$ cat config.mk
export PLATFORM = sky130hd
export DESIGN_NAME = act_sparse_packer
export DESIGN_NICKNAME = d
export VERILOG_FILES = /design/src/rtl/act_sparse_packer_pkg.sv /design/src/rtl/act_sparse_packer_beat_mux.sv /design/src/rtl/act_sparse_packer.sv
export SDC_FILE = /design/constraint.sdc
export NUM_CORES = 1
export LEC_CHECK = 0
export ABC_AREA = 1
export CORE_MARGIN = 5
export CORE_UTILIZATION = 40
export DETAILED_ROUTE_END_ITERATION = 16
export PLACE_DENSITY_LB_ADDON = 0.2
export SLEW_MARGIN = 20
export SYNTH_ARGS = -nofsm -noshare
export SYNTH_HDL_FRONTEND = slang
export SYNTH_SLANG_ARGS = --single-unit
$ cat constraint.sdc
create_clock -name clk -period 4.5 [get_ports clk]
set_clock_uncertainty 0.2 [all_clocks]
set_input_delay 0.675 -clock clk [delete_from_list [all_inputs] [get_ports clk]]
set_output_delay 0.675 -clock clk [all_outputs]
set_load 0.005 [all_outputs]
$ cat src/rtl/act_sparse_packer_pkg.sv
// Shared types and default geometry for the sparse activation packer.
// Optional statistics counters are enabled with ACT_SPARSE_PACKER_STATS_EN.
package act_pack_pkg;

  localparam int P_W     = 8;
  localparam int P_GROUP = 8;
  localparam int P_OW    = 32;

  localparam int BYTES_PER_BEAT = P_OW / P_W;
  localparam int CNT_W          = $clog2(P_GROUP + 1);
  localparam int IDX_W          = $clog2(P_GROUP);

  // Mask beat layout: bitmap in the low GROUP bits, kept count directly above.
  localparam int MASK_LSB = 0;
  localparam int CNT_LSB  = P_GROUP;

  typedef enum logic [1:0] {
    FILL = 2'd0,
    MASK = 2'd1,
    DATA = 2'd2
  } pack_state_e;

endpackage

$ cat src/rtl/act_sparse_packer_beat_mux.sv
// Selects the kept bytes belonging to one data beat, zero-filling lanes past
// the kept count.
module act_pack_beat_mux
  import act_pack_pkg::*;
#(
  parameter int W     = P_W,
  parameter int GROUP = P_GROUP,
  parameter int OW    = P_OW,
  parameter int CW    = $clog2(GROUP + 1),
  parameter int IW    = $clog2(GROUP)
) (
  input  logic [W-1:0]  i_buf [GROUP],
  input  logic [CW-1:0] i_ptr,
  input  logic [CW-1:0] i_kcnt,
  output logic [OW-1:0] o_data
);

  localparam int unsigned BPB = OW / W;

  // Lane l of beat p carries buffer entry p*BPB + l when that entry was kept.
  always_comb begin
    o_data = '0;
    for (int unsigned l = 0; l < BPB; l++) begin
      if ((32'(i_ptr) * BPB + l) < 32'(i_kcnt)) begin
        o_data[l*W +: W] = i_buf[IW'(32'(i_ptr) * BPB + l)];
      end else begin
        o_data[l*W +: W] = '0;
      end
    end
  end

endmodule

$ cat src/rtl/act_sparse_packer.sv
// Packs GROUP activations into a mask beat plus densely packed kept bytes.
// Define ACT_SPARSE_PACKER_STATS_EN to add element/kept statistics outputs.
module act_sparse_packer
  import act_pack_pkg::*;
#(
  parameter int W     = P_W,
  parameter int GROUP = P_GROUP,
  parameter int OW    = P_OW
) (
  input  logic          clk,
  input  logic          rst,
  input  logic          in_valid,
  output logic          in_ready,
  input  logic [W-1:0]  in_data,
  input  logic          in_keep,
  input  logic          in_last,
  output logic          out_valid,
  input  logic          out_ready,
  output logic [OW-1:0] out_data,
  output logic          out_is_mask,
  output logic          out_last
`ifdef ACT_SPARSE_PACKER_STATS_EN
  ,
  output logic [31:0]   stat_total,
  output logic [31:0]   stat_kept
`endif
);

  localparam int unsigned BPB = OW / W;
  localparam int CW      = $clog2(GROUP + 1);
  localparam int IW      = $clog2(GROUP);
  localparam int CNT_OFS = GROUP;

  pack_state_e         r_state, w_state_nxt;
  logic [IW-1:0]       r_idx, w_idx_nxt;
  logic [GROUP-1:0]    r_mask, w_mask_nxt;
  logic [CW-1:0]       r_kcnt, w_kcnt_nxt;
  logic [CW-1:0]       r_ptr, w_ptr_nxt;
  logic                r_last_grp, w_last_nxt;
  logic [W-1:0]        r_buf [GROUP];
  logic [W-1:0]        w_buf_nxt [GROUP];

  logic                r_out_valid, r_out_is_mask, r_out_last, r_in_ready;
  logic [OW-1:0]       r_out_data;
  logic [OW-1:0]       w_beat, w_mask_beat, w_out_data_nxt;
  logic                w_out_last_nxt;
  logic                w_acc, w_out_hs;

  assign w_acc    = in_valid & r_in_ready;
  assign w_out_hs = r_out_valid & out_ready;

  function automatic logic is_final(input logic [CW-1:0] p, input logic [CW-1:0] k);
    return ((32'(p) + 32'd1) * BPB) >= 32'(k);
  endfunction

  act_pack_beat_mux #(
    .W(W), .GROUP(GROUP), .OW(OW), .CW(CW), .IW(IW)
  ) u_beat_mux (
    .i_buf  (w_buf_nxt),
    .i_ptr  (w_ptr_nxt),
    .i_kcnt (w_kcnt_nxt),
    .o_data (w_beat)
  );

  // Next-state and group bookkeeping.
  always_comb begin
    w_state_nxt = r_state;
    w_idx_nxt   = r_idx;
    w_mask_nxt  = r_mask;
    w_kcnt_nxt  = r_kcnt;
    w_ptr_nxt   = r_ptr;
    w_last_nxt  = r_last_grp;
    w_buf_nxt   = r_buf;
    case (r_state)
      FILL: begin
        if (w_acc) begin
          w_mask_nxt[r_idx] = in_keep;
          if (in_keep) begin
            w_buf_nxt[r_kcnt[IW-1:0]] = in_data;
            w_kcnt_nxt = r_kcnt + CW'(1);
          end else begin
            w_kcnt_nxt = r_kcnt;
          end
          w_idx_nxt = r_idx + IW'(1);
          if ((r_idx == IW'(GROUP - 1)) || in_last) begin
            w_last_nxt  = in_last;
            w_state_nxt = MASK;
          end else begin
            w_state_nxt = FILL;
          end
        end else begin
          w_state_nxt = FILL;
        end
      end
      MASK: begin
        if (w_out_hs) begin
          if (r_kcnt == '0) begin
            w_state_nxt = FILL;
            w_idx_nxt   = '0;
            w_mask_nxt  = '0;
            w_last_nxt  = 1'b0;
          end else begin
            w_state_nxt = DATA;
            w_ptr_nxt   = '0;
          end
        end else begin
          w_state_nxt = MASK;
        end
      end
      DATA: begin
        if (w_out_hs) begin
          if (is_final(r_ptr, r_kcnt)) begin
            w_state_nxt = FILL;
            w_idx_nxt   = '0;
            w_mask_nxt  = '0;
            w_kcnt_nxt  = '0;
            w_ptr_nxt   = '0;
            w_last_nxt  = 1'b0;
          end else begin
            w_ptr_nxt = r_ptr + CW'(1);
          end
        end else begin
          w_state_nxt = DATA;
        end
      end
      default: begin
        w_state_nxt = FILL;
        w_idx_nxt   = '0;
        w_mask_nxt  = '0;
        w_kcnt_nxt  = '0;
        w_ptr_nxt   = '0;
        w_last_nxt  = 1'b0;
      end
    endcase
  end

  // Output beat contents for the upcoming state; registered below.
  always_comb begin
    w_mask_beat = '0;
    w_mask_beat[GROUP-1:0]     = w_mask_nxt;
    w_mask_beat[CNT_OFS +: CW] = w_kcnt_nxt;
    case (w_state_nxt)
      MASK: begin
        w_out_data_nxt = w_mask_beat;
        w_out_last_nxt = w_last_nxt && (w_kcnt_nxt == '0);
      end
      DATA: begin
        w_out_data_nxt = w_beat;
        w_out_last_nxt = w_last_nxt && is_final(w_ptr_nxt, w_kcnt_nxt);
      end
      default: begin
        w_out_data_nxt = '0;
        w_out_last_nxt = 1'b0;
      end
    endcase
  end

  // State, buffer and registered outputs.
  always_ff @(posedge clk or posedge rst) begin
    if (rst) begin
      r_state       <= FILL;
      r_idx         <= '0;
      r_mask        <= '0;
      r_kcnt        <= '0;
      r_ptr         <= '0;
      r_last_grp    <= 1'b0;
      for (int i = 0; i < GROUP; i++) r_buf[i] <= '0;
      r_out_valid   <= 1'b0;
      r_out_is_mask <= 1'b0;
      r_out_last    <= 1'b0;
      r_out_data    <= '0;
      r_in_ready    <= 1'b1;
    end else begin
      r_state       <= w_state_nxt;
      r_idx         <= w_idx_nxt;
      r_mask        <= w_mask_nxt;
      r_kcnt        <= w_kcnt_nxt;
      r_ptr         <= w_ptr_nxt;
      r_last_grp    <= w_last_nxt;
      r_buf         <= w_buf_nxt;
      r_out_valid   <= (w_state_nxt != FILL);
      r_out_is_mask <= (w_state_nxt == MASK);
      r_out_last    <= w_out_last_nxt;
      r_out_data    <= w_out_data_nxt;
      r_in_ready    <= (w_state_nxt == FILL);
    end
  end

  assign in_ready    = r_in_ready;
  assign out_valid   = r_out_valid;
  assign out_data    = r_out_data;
  assign out_is_mask = r_out_is_mask;
  assign out_last    = r_out_last;

`ifdef ACT_SPARSE_PACKER_STATS_EN
  logic [31:0] r_stat_total, r_stat_kept;
  logic        r_new_tensor;

  // Saturating tensor statistics; restart on the first element after out_last.
  always_ff @(posedge clk or posedge rst) begin
    if (rst) begin
      r_stat_total <= 32'd0;
      r_stat_kept  <= 32'd0;
      r_new_tensor <= 1'b0;
    end else if (w_acc) begin
      r_new_tensor <= 1'b0;
      if (r_new_tensor) begin
        r_stat_total <= 32'd1;
        r_stat_kept  <= {31'd0, in_keep};
      end else begin
        if (r_stat_total != 32'hFFFF_FFFF) r_stat_total <= r_stat_total + 32'd1;
        if (in_keep && (r_stat_kept != 32'hFFFF_FFFF)) r_stat_kept <= r_stat_kept + 32'd1;
      end
    end else if (w_out_hs && r_out_last) begin
      r_new_tensor <= 1'b1;
    end
  end

  assign stat_total = r_stat_total;
  assign stat_kept  = r_stat_kept;
`endif

endmodule

==> flow_metrics.env, run 1 <==
export IMPL_die_width_um=130.7
export IMPL_port_buffer_count=49
export IMPL_synth_top_cell_area_share_pct=51.96
export IMPL_postSynth_topFlopCell="dfrtp_1"
export IMPL_wire_per_inst_um=15.46
export IMPL_fmaxAchievable_ghz=0.2790
export IMPL_htree_levels=4
export IMPL_setup_worst_path_end_class="register"
export IMPL_critPathMaxFanout=17
export IMPL_cts_root_buffer_cell="clkbuf_16"
export IMPL_cts_made_buffers=17
export IMPL_mostFrequentLayoutCells="nand2_1, dfrtp_1, nor2_1"
export IMPL_max_cap_violations=0
export IMPL_r2r_start="r_ptr[0]"
export IMPL_instances_no_fill=919
export IMPL_sinks_on_clock_net=122
export IMPL_hold_path_class="reg -> reg"
export IMPL_ys_types=38
export IMPL_cts_tree="built"
export IMPL_clk_slew_on_worst_s_h_paths_ns=0.05
export IMPL_post_dp_hpwl_um=9767
export IMPL_timing_critical_path_required_ns=4.56
export IMPL_overflow=0
export IMPL_cp_arrival_ns=3.64
export IMPL_die_height_um=130.7
export IMPL_synth_top_cell_by_area="dfrtp_1"
export IMPL_full_die_area_um2=17080
export IMPL_site_rows=44
export IMPL_design_core_area_um2=14420
export IMPL_fillers=1373
export IMPL_launch_point_of_the_critical_path="in_keep"
export IMPL_yosysSeqAreaShare_pct=52.42
export IMPL_nets=754
export IMPL_global_route_wire_length_before_repair_um=23390
export IMPL_mapped_cells=672
export IMPL_grt_setup_unrepaired="no"
export IMPL_cts_setup_buffers=0
export IMPL_ys_async_sr_fraction_pct=100.0
export IMPL_first_global_vias=4482
export IMPL_post_route_cells_drive_above_1_share_pct=11.16
export IMPL_drt_antenna_violating_nets=0
export IMPL_post_synthesis_area_per_instance_um2=8.671
export IMPL_placement_cell_area_um2=6461
export IMPL_setup_viol=0
export IMPL_cts_hold_fix_buffers=0
export IMPL_synth_ff_latch_count=122
export IMPL_final_hold_viol_count=0
export IMPL_mappedNetlistArea_um2=5827
export IMPL_routed_via_count=4579
export IMPL_synthesis_yosys_warnings=0
export IMPL_post_synth_main_area_contributors="dfrtp_1, nand2_1, o21ai_0, nor2_1, inv_1"
export IMPL_synth_enable_flop_cells=0
export IMPL_timing_worst_slew_pin_value_ns=0.9320
export IMPL_final_total_negative_setup_slack_ns=0
export IMPL_drt_wl_total_um=14210
export IMPL_place_inst=889
export IMPL_finalPower_mw=4.051
export IMPL_slew_headroom_pct=37.87
export IMPL_status="finished clean"
export IMPL_first_iter_violations=311
export IMPL_mappedNetlistNets=702
export IMPL_holdWs_ns=0.2701
export IMPL_remaining_drc_errors=0
export IMPL_cts_repair_resized=0
export IMPL_routed_via_density=4.983
export IMPL_clkLatencyLatePin_ns=0.41
export IMPL_timing_max_transition_violations_final=0
export IMPL_layout_cells_most_common="nand2_1"
export IMPL_drt_first_pass_iters=5
export IMPL_top_level_ports=50
export IMPL_groute_usage_overall_pct=17.74
export IMPL_clock_tree_buffer_depth=2
export IMPL_largest_net_degree_at_the_start_of_global_routing=74
export IMPL_worst_hold_startpoint="r_buf[23]"
export IMPL_power_ir_vdd_worst_mv=0.4343
export IMPL_area_growth_syn_to_layout_pct=20.70
export IMPL_timing_final_crit_period_ns=3.585
export IMPL_setup_worst_path_start_class="primary input"
export IMPL_insertedDiodeCount=0
export IMPL_setup_worst_path_class="in -> reg"
export IMPL_post_route_clock_period_utilization_pct=79.66
export IMPL_stdcell_area_um2=7033
export IMPL_powerDensity_nw_per_um2=576.0
export IMPL_globalplace_congestion=0.8641
export IMPL_antenna_found_initial=0
export IMPL_floorplan_initialDensity_pct=40.40
export IMPL_p_leak_nw=3.456
kinds of logic (layout without fill, tap and decap cells):
family	count (synthesis)	count (layout)	synth area share (%)
simple gates	303	303	23.64
compound gates	123	123	11.81
flops	122	122	52.42
buf+inv	101	164	7.494
fa+ha+maj	16	16	3.436
mux	7	7	1.203
critical path, cell delays in order:
cell	delay (ns)
clkdlybuf4s50_1	0.66
nand2_2	0.18
nor2_1	0.23
nand2_1	0.35
a21oi_1	0.24
nand2_1	0.14
ha_1	0.35
inv_1	0.05
o2111ai_1	0.66
nor3_1	0.11
flip-flops by register name (all words and copies together), names as in the netlist:
signal       count
out_is_mask      1
out_data        32
r_kcnt           4
out_valid        1
in_ready         1
out_last         1
r_last_grp       1
r_mask           8
r_idx            3
r_state          2
r_buf           64
r_ptr            4
final cells by class:
class / count / area [um2] / area share, %
Tap cell: 184 / 230.2 / 3.273
Clock inverter: 6 / 90.09 / 1.281
Sequential cell: 122 / 3054 / 43.43
Inverter: 82 / 315.3 / 4.483
Multi-Input combinational cell: 449 / 2336 / 33.21
Timing Repair Buffer: 52 / 525.5 / 7.472
Clock buffer: 24 / 481.7 / 6.849
cell usage after synthesis (2+ instances only):
cell type and count:
a21oi_2 2, nor2_2 4, dfrtp_1 121, nand2_4 2, inv_1 73, nor2_4 2
o21ai_1 14, a21oi_1 26, nand3_2 3, buf_4 5, nand2_1 140, buf_2 9
o21ai_2 12, nand4_1 14, ha_1 16, o22ai_1 3, nand3_4 2, inv_2 7
inv_4 2, nand2_2 11, nor3_1 13, buf_6 3, nor2_1 82, mux2i_1 7
nand3_1 25, o21ai_0 62
power by group:
group / switching (mW) / internal, mW
logic: 0.878 / 0.412
registers: 0.108 / 1.34
clock network: 0.464 / 0.852
worst paths after layout:
kind | to | cells after the start | slack (ns)
worst max-delay path | out_data[28] | 10 | 0.92
worst min-delay path | r_buf[23] | 2 | 0.27
worst max register to register | out_data[28] | 12 | 1.05
worst min register to register | r_buf[23] | 2 | 0.27
max in group asynchronous | r_buf[28] | 3 | 2.69
min in group asynchronous | r_buf[21] | 2 | 0.64
stage by stage:
| stage | utilization, % | setup WS [ns] |
|---|---|---|
| 6_report | 48.76 | 0.9152 |
| 5_1_grt | 48.76 | 0.5757 |
| 4_1_cts | 48.76 | 0.9389 |
| 3_5_place_dp | 44.80 | 0.5244 |
| 3_3_place_gp | 44.80 | 0.6468 |
| 2_1_floorplan | - | 0.3841 |
routing by layer:
layer	up-vias	global-route usage, %	wire (um)
met5	-	0	0
met3	18	3.984	700
met4	0	6.413	230
met1	2181	23.76	6606
met2	98	28.40	6672
li1	2282	-	-
Power figures use the tool's default switching activity.
==> run 2: changes to the inputs <==
==> constraint.sdc (replaced) <==
create_clock -name clk -period 2.9 [get_ports clk]
set_clock_uncertainty 0.2 [all_clocks]
set_input_delay 0.435 -clock clk [delete_from_list [all_inputs] [get_ports clk]]
set_output_delay 0.435 -clock clk [all_outputs]
set_load 0.005 [all_outputs]
==> run 2 against run 1 <==
- non-clock buffer count rose by 43
- combinational power rose by 90%
- sequential cell count did not move
- count of clock-buffer cells in the layout did not move
- highest routed layer unchanged
- via count rose by 6.6%
- critical path depth rose by 3
- die area did not move
- critical path type is now reg -> reg
- hold slack got worse by 0.14 ns
- routed wire length rose by 7.5%
- setup slack got worse by 0.86 ns
- sequential power rose by 55%
==> flow_metrics.env, run 2 (synthesized netlist as in run 1, its figures left out) <==
export IMPL_status="finished clean"
export IMPL_postLayoutCoreUtil_pct=52.65
export IMPL_global_route_wire_length_before_repair_um=24170
export IMPL_insertedDiodeCount=0
export IMPL_clock_tree_buffer_depth=2
export IMPL_site_rows=44
export IMPL_cts_root_buffer_cell="clkbuf_16"
export IMPL_post_route_cells_drive_above_1_share_pct=19.51
export IMPL_max_cap_violations=0
export IMPL_htree_levels=4
export IMPL_routed_via_count=4881
export IMPL_cts_tree="built"
export IMPL_hold_path_class="in -> async"
export IMPL_drt_wl_total_um=15280
export IMPL_largest_net_degree_at_the_start_of_global_routing=55
export IMPL_first_iter_violations=233
export IMPL_timing_final_crit_period_ns=2.849
export IMPL_top_level_ports=50
export IMPL_max_flop_register="r_buf"
export IMPL_die_width_um=130.7
export IMPL_design_core_area_um2=14420
export IMPL_die_height_um=130.7
export IMPL_regToRegSetupSlack_ns=0.05
export IMPL_mostFrequentLayoutCells="nand2_1, dfrtp_1, nor2_1"
export IMPL_nets=797
export IMPL_final_hold_viol_count=0
export IMPL_power_ir_vdd_worst_mv=0.4682
export IMPL_timing_critical_path_slowest_cell_delay_ns=0.41
export IMPL_drt_antenna_violating_nets=0
export IMPL_stdcell_area_um2=7594
export IMPL_first_global_vias=4774
export IMPL_remaining_drc_errors=0
export IMPL_critPathMaxFanout=10
export IMPL_post_dp_hpwl_um=10390
export IMPL_routed_via_density=5.069
export IMPL_setup_worst_path_end_class="register"
export IMPL_setup_worst_path_start_class="register"
export IMPL_p_leak_nw=3.679
export IMPL_layout_cells_most_common="nand2_1"
export IMPL_timing_critical_path_required_ns=3.00
export IMPL_sinks_on_clock_net=122
export IMPL_floorplan_initialDensity_pct=40.40
export IMPL_slew_headroom_pct=71.10
export IMPL_fmaxAchievable_ghz=0.3510
export IMPL_placement_cell_area_um2=6813
export IMPL_wire_per_inst_um=15.86
export IMPL_timing_max_transition_violations_final=0
export IMPL_clkLatencyLatePin_ns=0.42
export IMPL_cts_made_buffers=17
export IMPL_timing_rr_end="out_data[29]"
export IMPL_overflow=0
export IMPL_globalplace_congestion=0.9260
export IMPL_critical_path_cell_chain="ha_4 -> ha_4 -> inv_2 -> nand3_1 -> nor2_2 -> buf_4 -> nand4_2 -> nand2_4 -> nand2_4 -> ha_1 -> o2111ai_1 -> buf_4 -> nor3_1"
export IMPL_drt_first_pass_iters=5
export IMPL_clk_slew_on_worst_s_h_paths_ns=0.05
export IMPL_cp_arrival_ns=2.95
export IMPL_port_buffer_count=49
export IMPL_r2r_start="r_ptr[1]"
export IMPL_setup_worst_path_class="reg -> reg"
export IMPL_cell_with_the_largest_stage_delay_on_the_worst_path="dfrtp_1"
export IMPL_cts_hold_fix_buffers=0
export IMPL_setup_viol=0
export IMPL_worst_r2r_path_depth=13
export IMPL_fillers=1318
export IMPL_post_route_clock_period_utilization_pct=98.23
export IMPL_groute_usage_overall_pct=18.48
export IMPL_area_growth_syn_to_layout_pct=30.32
export IMPL_antenna_found_initial=0
export IMPL_largest_reg_flops=64
export IMPL_timing_worst_slew_pin_value_ns=0.4330
export IMPL_full_die_area_um2=17080
export IMPL_powerDensity_nw_per_um2=886.9
==> run 2: cell types whose count changed in the layout (fill, tap and decap cells not counted), sizes merged <==
| cell | previous run | this run |
|---|---|---|
| clkinv | 3 | 4 |
| clkinvlp | 1 | 2 |
| buf | 3 | 46 |
| inv | 82 | 81 |
==> run 2: how the worst max path moves through the flow <==
stage                        end  startpoint
global placement        out_last   out_ready
detailed placement  out_data[22]    in_valid
finish              out_data[29]    r_ptr[1]
global route        out_data[16]    r_ptr[1]
floorplan               out_last    r_ptr[0]
CTS                 out_data[31]    r_ptr[0]
==> run 2: final cells by class <==
cell class | count | area (um2) | area share, %
clock buffers | 24 | 481.7 | 6.344
clock inverters | 7 | 91.34 | 1.203
inverters | 82 | 319.1 | 4.202
multi-input cells | 449 | 2519 | 33.17
flip-flops and latches | 122 | 3054 | 40.22
well taps | 184 | 230.2 | 3.032
repair buffers | 95 | 898.4 | 11.83
==> run 2: stage by stage <==
stage                     hold slack (ns)  total power, mW  cells  worst slack [ns]  TNS (ns)
after floorplan                    0.2385            3.733    672           0.02953         0
after global placement             0.2501            4.459    929          -0.04002   -0.2806
after detailed placement           0.2580            4.500    929           -0.1081    -1.219
after CTS                          0.1234            6.595    960           0.01481         0
after global routing               0.1583            7.178    963          -0.04670   -0.4185
final                              0.1291            6.735    963           0.05119         0
==> run 2: critical path: cells and delay by family (launching register included) <==
family / cells / cell delay (ns)
AOI/OAI and AO/OA: 1 / 0.24
adders and majority gates: 3 / 0.65
buffers and inverters: 3 / 0.45
DFF: 1 / 0.41
and+or+nand+nor: 6 / 0.80
==> run 2: what timing repair did <==
action	CTS	global route
setup buffers	0	3
gates resized for setup	4	33
endpoints found under the setup margin	5	32
gates cloned	0	0
pin swaps	0	16
==> run 2: metal layers <==
| metal | global-route usage, % | vias to the layer above | wire (um) | share of wire, % |
|---|---|---|---|---|
| met5 | 0 | - | 0 | 0 |
| li1 | - | 2365 | - | - |
| met3 | 4.268 | 38 | 681 | 4.5 |
| met4 | 7.623 | 0 | 362 | 2.4 |
| met2 | 28.40 | 140 | 7228 | 47 |
| met1 | 25.33 | 2338 | 7002 | 46 |
==> run 2: report_power, final <==
group	internal (mW)	total (mW)	switching, mW
Clock	1.32	2.06	0.732
Sequential	2.07	2.23	0.159
Combinational	0.900	2.45	1.55
